===== src/rtl/mem_loader_if.sv =====
// mem_loader_if: byte-stream receive channel plus external data-memory write bus.
//   rx_valid      upstream has a byte on rx_data
//   rx_data[7:0]  byte payload
//   rx_ready      loader accepts the byte this cycle
//   Ext_MemWrite  one-cycle write strobe toward the CPU data memory
//   Ext_WriteData write word
//   Ext_DataAdr   write byte address
// modport slave  : the loader side
// modport master : the environment side (byte source / memory sink)
interface mem_loader_if;
    logic        rx_valid;
    logic [7:0]  rx_data;
    logic        rx_ready;
    logic        Ext_MemWrite;
    logic [31:0] Ext_WriteData;
    logic [31:0] Ext_DataAdr;

    modport master (
        output rx_valid, rx_data,
        input  rx_ready, Ext_MemWrite, Ext_WriteData, Ext_DataAdr
    );

    modport slave (
        input  rx_valid, rx_data,
        output rx_ready, Ext_MemWrite, Ext_WriteData, Ext_DataAdr
    );
endinterface


===== src/rtl/mem_loader.sv =====
// mem_loader: receives a little-endian word count followed by that many
// little-endian 32-bit words over a byte stream and writes them to external
// data memory at BASE_ADDR, BASE_ADDR+4, ... while holding the CPU in reset.
// Ports:
//   clk        system clock, rising edge
//   reset      asynchronous, active-low
//   start      one-cycle pulse that opens a load session (ignored while busy)
//   bus        mem_loader_if.slave: rx byte stream in, memory write bus out
//   cpu_reset  active-high CPU reset, released only after a completed load
//   busy       session in progress
//   done       load completed
//   error      word count exceeded MAX_WORDS
//
// state | meaning
// IDLE  | after reset, waiting for start
// CNT   | collecting the 4 word-count bytes
// DATA  | collecting the 4 bytes of the current word
// WRITE | single-cycle memory write of the assembled word
// DONE  | all words written, CPU released
// ERR   | word count out of range, CPU held
module mem_loader #(
    parameter logic [31:0] BASE_ADDR = 32'h0000_0000,
    parameter int unsigned MAX_WORDS = 64
) (
    input  logic         clk,
    input  logic         reset,
    input  logic         start,
    mem_loader_if.slave  bus,
    output logic         cpu_reset,
    output logic         busy,
    output logic         done,
    output logic         error
);

    localparam logic [31:0] MAX_N = 32'(MAX_WORDS);

    typedef enum logic [2:0] {
        IDLE,
        CNT,
        DATA,
        WRITE,
        DONE,
        ERR
    } state_t;

    state_t      state;
    logic [1:0]  byte_cnt;
    logic [23:0] byte_buf;
    logic [31:0] word_count;
    logic [31:0] index;
    logic [31:0] word_next;
    logic        accept;

    // The 4th byte completes the word directly from the input, so no extra
    // cycle is spent between the last byte and the decision/write.
    assign word_next = {bus.rx_data, byte_buf};
    assign accept    = bus.rx_valid & bus.rx_ready;

    // Status outputs are a pure function of the state being entered; they are
    // loaded together with the state so they stay glitch-free registers.
    // Bit order: {rx_ready, cpu_reset, busy, done, error}
    function automatic logic [4:0] flags_for(input state_t s);
        case (s)
            CNT, DATA: return 5'b11100;
            WRITE:     return 5'b01100;
            DONE:      return 5'b00010;
            ERR:       return 5'b01001;
            default:   return 5'b01000;
        endcase
    endfunction

    always_ff @(posedge clk or negedge reset) begin
        if (!reset) begin
            state             <= IDLE;
            byte_cnt          <= 2'd0;
            byte_buf          <= 24'd0;
            word_count        <= 32'd0;
            index             <= 32'd0;
            bus.Ext_MemWrite  <= 1'b0;
            bus.Ext_WriteData <= 32'd0;
            bus.Ext_DataAdr   <= 32'd0;
            {bus.rx_ready, cpu_reset, busy, done, error} <= flags_for(IDLE);
        end else begin
            bus.Ext_MemWrite <= 1'b0;
            case (state)
                IDLE, DONE, ERR: begin
                    if (start) begin
                        state      <= CNT;
                        byte_cnt   <= 2'd0;
                        word_count <= 32'd0;
                        index      <= 32'd0;
                        {bus.rx_ready, cpu_reset, busy, done, error} <= flags_for(CNT);
                    end
                end

                CNT: begin
                    if (accept) begin
                        byte_buf <= {bus.rx_data, byte_buf[23:8]};
                        byte_cnt <= byte_cnt + 2'd1;
                        if (byte_cnt == 2'd3) begin
                            word_count <= word_next;
                            if (word_next == 32'd0) begin
                                state <= DONE;
                                {bus.rx_ready, cpu_reset, busy, done, error} <= flags_for(DONE);
                            end else if (word_next > MAX_N) begin
                                state <= ERR;
                                {bus.rx_ready, cpu_reset, busy, done, error} <= flags_for(ERR);
                            end else begin
                                state <= DATA;
                                {bus.rx_ready, cpu_reset, busy, done, error} <= flags_for(DATA);
                            end
                        end
                    end
                end

                DATA: begin
                    if (accept) begin
                        byte_buf <= {bus.rx_data, byte_buf[23:8]};
                        byte_cnt <= byte_cnt + 2'd1;
                        if (byte_cnt == 2'd3) begin
                            bus.Ext_WriteData <= word_next;
                            bus.Ext_DataAdr   <= BASE_ADDR + (index << 2);
                            bus.Ext_MemWrite  <= 1'b1;
                            state             <= WRITE;
                            {bus.rx_ready, cpu_reset, busy, done, error} <= flags_for(WRITE);
                        end
                    end
                end

                WRITE: begin
                    index <= index + 32'd1;
                    if (index + 32'd1 == word_count) begin
                        state <= DONE;
                        {bus.rx_ready, cpu_reset, busy, done, error} <= flags_for(DONE);
                    end else begin
                        state <= DATA;
                        {bus.rx_ready, cpu_reset, busy, done, error} <= flags_for(DATA);
                    end
                end

                default: begin
                    state <= IDLE;
                    {bus.rx_ready, cpu_reset, busy, done, error} <= flags_for(IDLE);
                end
            endcase
        end
    end

endmodule


===== src/flat_wrapper.sv =====
// flat-port wrapper written by rule: the top's interface ports become plain ports
module mem_loader_flat 
#(
    parameter logic [31:0] BASE_ADDR = 32'h0000_0000,
    parameter int unsigned MAX_WORDS = 64
)
  (clk, reset, start, cpu_reset, busy, done, error, bus_rx_valid, bus_rx_data, bus_rx_ready, bus_Ext_MemWrite, bus_Ext_WriteData, bus_Ext_DataAdr);
  mem_loader_if bus_i ();
  input  logic clk;
  input  logic reset;
  input  logic start;
  output logic cpu_reset;
  output logic busy;
  output logic done;
  output logic error;
  input wire logic [$bits(bus_i.rx_valid)-1:0] bus_rx_valid;
  input wire logic [$bits(bus_i.rx_data)-1:0] bus_rx_data;
  output wire logic [$bits(bus_i.rx_ready)-1:0] bus_rx_ready;
  output wire logic [$bits(bus_i.Ext_MemWrite)-1:0] bus_Ext_MemWrite;
  output wire logic [$bits(bus_i.Ext_WriteData)-1:0] bus_Ext_WriteData;
  output wire logic [$bits(bus_i.Ext_DataAdr)-1:0] bus_Ext_DataAdr;
  assign bus_i.rx_valid = bus_rx_valid;
  assign bus_i.rx_data = bus_rx_data;
  assign bus_rx_ready = bus_i.rx_ready;
  assign bus_Ext_MemWrite = bus_i.Ext_MemWrite;
  assign bus_Ext_WriteData = bus_i.Ext_WriteData;
  assign bus_Ext_DataAdr = bus_i.Ext_DataAdr;
  mem_loader #(.BASE_ADDR(BASE_ADDR), .MAX_WORDS(MAX_WORDS)) u_core (.clk(clk), .reset(reset), .start(start), .bus(bus_i), .cpu_reset(cpu_reset), .busy(busy), .done(done), .error(error));
endmodule

===== config.mk =====
export PLATFORM = sky130hd
export DESIGN_NAME = mem_loader_flat
export DESIGN_NICKNAME = d
export VERILOG_FILES = /design/src/rtl/mem_loader_if.sv /design/src/rtl/mem_loader.sv /design/src/flat_wrapper.sv
export SDC_FILE = /design/constraint.sdc
export NUM_CORES = 1
export LEC_CHECK = 0
export CAP_MARGIN = 20
export CORE_MARGIN = 2
export CORE_UTILIZATION = 45
export DETAILED_ROUTE_END_ITERATION = 12
export PLACE_DENSITY = 0.69
export SKIP_LAST_GASP = 1
export SLEW_MARGIN = 20
export SYNTH_ARGS = -nofsm -noshare
export SYNTH_HDL_FRONTEND = slang
export SYNTH_SLANG_ARGS = --single-unit

===== constraint.sdc =====
create_clock -name clk -period 3.7 [get_ports clk]
set_input_delay 0.555 -clock clk [delete_from_list [all_inputs] [get_ports clk]]
set_output_delay 0.555 -clock clk [all_outputs]
set_load 0.01 [all_outputs]

==> flow_metrics.tcl, run 1 <==
set metrics [dict create \
    drt-initial-drc-count 552 \
    firstDrtPassIters 5 \
    cts_made_buffers 17 \
    cp_slowest_stage_delay_ns 0.65 \
    areaGrowthSynthToFinish_pct 20.42 \
    fmax_mhz 287.6 \
    seqCellArea_um2 4030 \
    grt_overflow 0 \
    grt_pass1_vias 6193 \
    worstPathRequired_ns 3.99 \
    clk_latency_ns 0.43 \
    finalPower_w 0.005647 \
    fin_tns_setup_ns 0 \
    antenna_found_initial 0 \
    max_cap_violations 0 \
    r2r_setup_slack_ns 0.22 \
    criticalPathCategory "flop to flop" \
    cts_resized 0 \
    status "finished, final reports clean" \
    fin_nets 973 \
    drive_gt1_share_pct 9.568 \
    cts-htree-levels 4 \
    hpwlAfterDp_mm 14.73 \
    hold_violations 0 \
    post_synth_num_cell_types 58 \
    drc 0 \
    drt-total-wl_mm 21.26 \
    clk_path_buf_depth 2 \
    syn_area_um2 7943 \
    pre_cts_ws_ns 0.2595 \
    rows 48 \
    ys.flop_type "dfrtp_1" \
    cp_slowest_cell "or4_1" \
    cp_common_cell "or4_1" \
    synth-async-reset-ratio_pct 100.0 \
    post_drt_wl_per_cell_um 17.76 \
    layout_setup_ws_ns 0.2227 \
    io-pin-count 82 \
    grt_setup_unrepaired "no" \
    ir_drop_mv 0.3364 \
    cp_top_family "simple AND/OR/NAND/NOR gates" \
    gp_congestion 1.001 \
    worst_pin_slew_ns 0.9430 \
    rr_startpoint "u_core.index[0]" \
    grt.total_usage_pct 23.99 \
    min_path_type "input port to asynchronous set/reset pin" \
    cp.arrival_ns 3.77 \
    clk_pin_slew_ns 0.06 \
    yosysWarnings 0 \
    die-area_um2 18730 \
    path_buf_inv 0 \
    cts_sinks 161 \
    clock_skew_ns 0.01119 \
    core_area_um2 17300 \
    initial_utilization_pct 45.92 \
    drv_slew 0 \
    portBuffers 79 \
    end_kind "flop" \
    synthCells 903 \
    r2r_cells 8 \
    worstPathMaxFanout 10 \
    clock-root-buffer "clkbuf_16" \
    relSlewSlack_pct 37.13 \
    hold_buffers 0 \
    seq_area_frac_synth_pct 50.74 \
    grt_max_degree 77 \
    n_antenna_cell 0 \
    synth_edf_count 0 \
    rr_endpoint "u_core.bus.rx_ready" \
    multi_input_area_um2 3625 \
    ys_seq_elements 161 \
    vias 6652 \
    p_leak_nw 4.330 \
    crit_chain "ha_1, nand3_2, or4_1, nor4_4, xnor2_1, or4_1, nor4_1, a211oi_1" \
    grt_first_pass_wirelength_mm 34.39 \
    die_w_um 136.9 \
    avgViaCountPerCell 5.557 \
    min_period_ns 3.477 \
    final_cell_mix "289 x nand2_1, 160 x dfrtp_1, 78 x o21ai_0, 78 x clkdlybuf4s50_1, 36 x nor2_1" \
    nFillCells 1630 \
    start_kind "flop" \
    die_y_um 136.9 \
    final_common_cell "nand2_1" \
    cts_tree "yes" \
    postCtsSetupBuffers 0 \
    post-route-period-util_pct 93.98 \
    power.density_nw_per_um2 590.5 \
    ant_nets 0 \
    setup_viol 0 \
    syn_area_per_cell_um2 8.796 \
]
==> state kept, by name, indices dropped and copies added (netlist names) <==
| signal | flops |
|---|---|
| u_core.bus.Ext_WriteData | 32 |
| u_core.index | 32 |
| u_core.word_count | 32 |
| u_core.bus.Ext_DataAdr | 30 |
| u_core.byte_buf | 24 |
| u_core.state | 3 |
| u_core.byte_cnt | 2 |
| u_core.bus.Ext_MemWrite | 1 |
| u_core.bus.rx_ready | 1 |
| u_core.busy | 1 |
| u_core.cpu_reset | 1 |
| u_core.done | 1 |
| u_core.error | 1 |
==> worst max-delay path by stage <==
stage                startpoint                  end  cells after the start
2_1_floorplan   u_core.index[0]     u_core.cpu_reset                     10
3_3_place_gp    u_core.index[0]  u_core.bus.rx_ready                      8
3_5_place_dp    u_core.index[0]  u_core.bus.rx_ready                      8
4_1_cts         u_core.index[0]  u_core.bus.rx_ready                      8
5_1_grt        u_core.index[11]  u_core.bus.rx_ready                      7
6_report        u_core.index[0]  u_core.bus.rx_ready                      8
==> area by class of cell <==
class	count	share of cell area (%)
well taps	225	2.943
clock buffers	23	5.207
inverters	6	0.2355
flip-flops and latches	161	42.14
clock inverters	9	1.230
repair buffers	102	10.35
multi-input cells	671	37.90
==> routing by layer <==
| layer | vias up | GRT usage, % | part of all wire [%] |
|---|---|---|---|
| li1 | 3204 | - | - |
| met1 | 3183 | 35.42 | 48 |
| met2 | 230 | 35.06 | 43 |
| met3 | 35 | 4.889 | 6.2 |
| met4 | 0 | 8.419 | 2.2 |
| met5 | - | 0 | 0 |
==> synthesized netlist by cell type, drive strengths merged, types with 8 or more instances <==
master,number,area share [%]
nand2,289,14
dfrtp,160,50
o21ai,78,4.9
clkbuf,50,2.4
nor2,38,1.8
xnor2,25,2.8
mux2,24,3.4
nor4,19,1.8
nand4,18,1.4
a21oi,17,1.1
buf,16,1.1
nand3,15,1.1
nor3,15,0.95
xor2,14,1.5
o31ai,12,1.1
o41ai,11,1.2
a31oi,10,0.79
nand2b,10,0.79
or3,9,0.71
and3,8,0.63
or4,8,0.80
==> cells by family (layout without fill, tap and decap cells) <==
group                      after synthesis  count (layout)  synth area share, %
AOI/OAI and AO/OA                      153             153                11.69
xor gates and xnor gates                39              39                4.301
adders and majority gates                2               2               0.3150
buffers and inverters                   72             140                3.812
DFF                                    161             161                50.74
muxes                                   26              26                3.655
other                                    1               2              0.04721
and+or+nand+nor                        449             449                25.44
==> stage by stage <==
| step | std cells | instance area, um2 | util, % | hold WS (ns) |
|---|---|---|---|---|
| 2_1_floorplan | 904 | 7946 | - | 0.2594 |
| 3_3_place_gp | 1165 | 8949 | 51.74 | 0.4579 |
| 3_5_place_dp | 1165 | 8949 | 51.74 | 0.4608 |
| 4_1_cts | 1197 | 9564 | 55.30 | 0.1681 |
| 5_1_grt | 1197 | 9564 | 55.30 | 0.1966 |
| 6_report | 1197 | 9564 | 55.30 | 0.1283 |
==> report_power, final <==
| part | switching (W) | total [W] | internal, W |
|---|---|---|---|
| sequential | 0.000439 | 0.00254 | 0.00210 |
| clock | 0.000738 | 0.00183 | 0.00109 |
| combinational | 0.000669 | 0.00128 | 0.000606 |
Power figures use the tool's default switching activity.
==> run 2: changes to the inputs <==
Settings changed: MAX_ROUTING_LAYER set to met4.
Clock period 3.7 ns to 3.8 ns, I/O delays scaled along.
==> flow_metrics.tcl, run 2 (synthesized netlist as in run 1, its figures left out) <==
set metrics [dict create \
    cp.arrival_ns 3.61 \
    drt-initial-drc-count 556 \
    ir_drop_mv 0.3660 \
    drt-total-wl_mm 21.33 \
    min_path_type "input port to asynchronous set/reset pin" \
    cts_tree "yes" \
    grt_pass1_vias 6164 \
    die_w_um 136.9 \
    final_common_cell "nand2_1" \
    worstPathMaxFanout 10 \
    core_area_um2 17300 \
    grt_overflow 0 \
    fin_tns_setup_ns 0 \
    firstDrtPassIters 5 \
    post-route-period-util_pct 87.10 \
    hold_buffers 0 \
    rows 48 \
    gp_congestion 0.9540 \
    finalPower_w 0.005480 \
    final_cells 1197 \
    die-area_um2 18730 \
    hpwlAfterDp_mm 14.85 \
    rr_endpoint "u_core.bus.rx_ready" \
    cp_slowest_stage_delay_ns 0.70 \
    seqCellArea_um2 4030 \
    grt.total_usage_pct 24.80 \
    rr_startpoint "u_core.index[3]" \
    cts-htree-levels 4 \
    cp_common_cell "or4_1" \
    start_kind "flop" \
    fin_nets 973 \
    place_area_um2 8949 \
    clock_skew_ns 0.01001 \
    clk_latency_ns 0.44 \
    grt_first_pass_wirelength_mm 34.68 \
    met1_length_mm 10.35 \
    place_inst 1165 \
    crit_chain "nand3_2, or4_1, nor4_4, xnor2_1, or4_1, nor4_1, a211oi_1" \
    largestRegisters "u_core.bus.Ext_WriteData (32), u_core.index (32), u_core.word_count (32)" \
    die_y_um 136.9 \
    clk_path_buf_depth 2 \
    r2r_cells 7 \
    clk_pin_slew_ns 0.07 \
    nFillCells 1639 \
    fmax_mhz 302.1 \
    drive_gt1_share_pct 9.671 \
    fin_hold_ws_ns 0.1446 \
    worstPathRequired_ns 4.10 \
    max_cap_violations 0 \
    grt_setup_unrepaired "no" \
    post_drt_wl_per_cell_um 17.82 \
    r2r_setup_slack_ns 0.49 \
    grt_max_degree 75 \
    p_leak_nw 4.330 \
    initial_utilization_pct 45.92 \
    criticalPathCategory "flop to flop" \
    areaGrowthSynthToFinish_pct 20.16 \
    met3_length_mm 1.069 \
    final_cell_mix "289 x nand2_1, 160 x dfrtp_1, 78 x o21ai_0, 78 x clkdlybuf4s50_1, 36 x nor2_1" \
    drv_slew 0 \
    ant_nets 0 \
    drc 0 \
    end_kind "flop" \
    antenna_found_initial 0 \
    hold_violations 0 \
    status "finished, final reports clean" \
    n_antenna_cell 0 \
    dr_wl_met2_mm 9.509 \
    relSlewSlack_pct 35.22 \
    finalInstanceArea_um2 9544 \
    cts_resized 0 \
    cp_slowest_cell "or4_1" \
    portBuffers 79 \
    cts_sinks 161 \
    power.density_nw_per_um2 574.1 \
    cp_top_family "simple AND/OR/NAND/NOR gates" \
    cts_made_buffers 17 \
    io-pin-count 82 \
    setup_viol 0 \
    top_layer "met4" \
    worst_pin_slew_ns 0.9717 \
    min_period_ns 3.310 \
    postCtsSetupBuffers 0 \
    multi_input_area_um2 3625 \
    vias 6648 \
    avgViaCountPerCell 5.554 \
    path_buf_inv 0 \
    clock-root-buffer "clkbuf_16" \
]
run 2: power breakdown:
part	internal, W	switching [W]	total [W]
Combinational	0.000591	0.000643	0.00123
Clock	0.000988	0.000776	0.00176
Sequential	0.00205	0.000435	0.00248
run 2: metrics by stage:
stage | utilization, % | setup slack, ns
4_1_cts | 55.18 | 0.4825
6_report | 55.18 | 0.4901
2_1_floorplan | - | 0.6485
3_5_place_dp | 51.74 | 0.5123
3_3_place_gp | 51.74 | 0.5770
5_1_grt | 55.18 | 0.1683
run 2: layout make-up:
cell class / instances / share of cell area [%]
clock buffer: 17 / 4.457
clock inverter: 15 / 1.783
inverter: 6 / 0.2360
multi-input combinational: 671 / 37.98
sequential: 161 / 42.23
tap: 225 / 2.950
timing repair buffer: 102 / 10.37
run 2: per-layer routing:
metal,track usage [%],up-vias
li1,-,3205
met1,36.13,3189
met2,35.69,220
met3,3.741,34
met4,7.847,0
met5,-,-
run 2: how the worst max path moves through the flow:
| stage | from | endpoint | slack, ns | cells after the start |
|---|---|---|---|---|
| after floorplan | u_core.index[0] | u_core.cpu_reset | 0.65 | 10 |
| after global placement | u_core.index[0] | u_core.cpu_reset | 0.58 | 8 |
| after detailed placement | u_core.index[0] | u_core.bus.rx_ready | 0.51 | 8 |
| after CTS | u_core.index[0] | u_core.bus.rx_ready | 0.48 | 8 |
| after global routing | u_core.index[0] | u_core.bus.rx_ready | 0.17 | 9 |
| final | u_core.index[3] | u_core.bus.rx_ready | 0.49 | 7 |
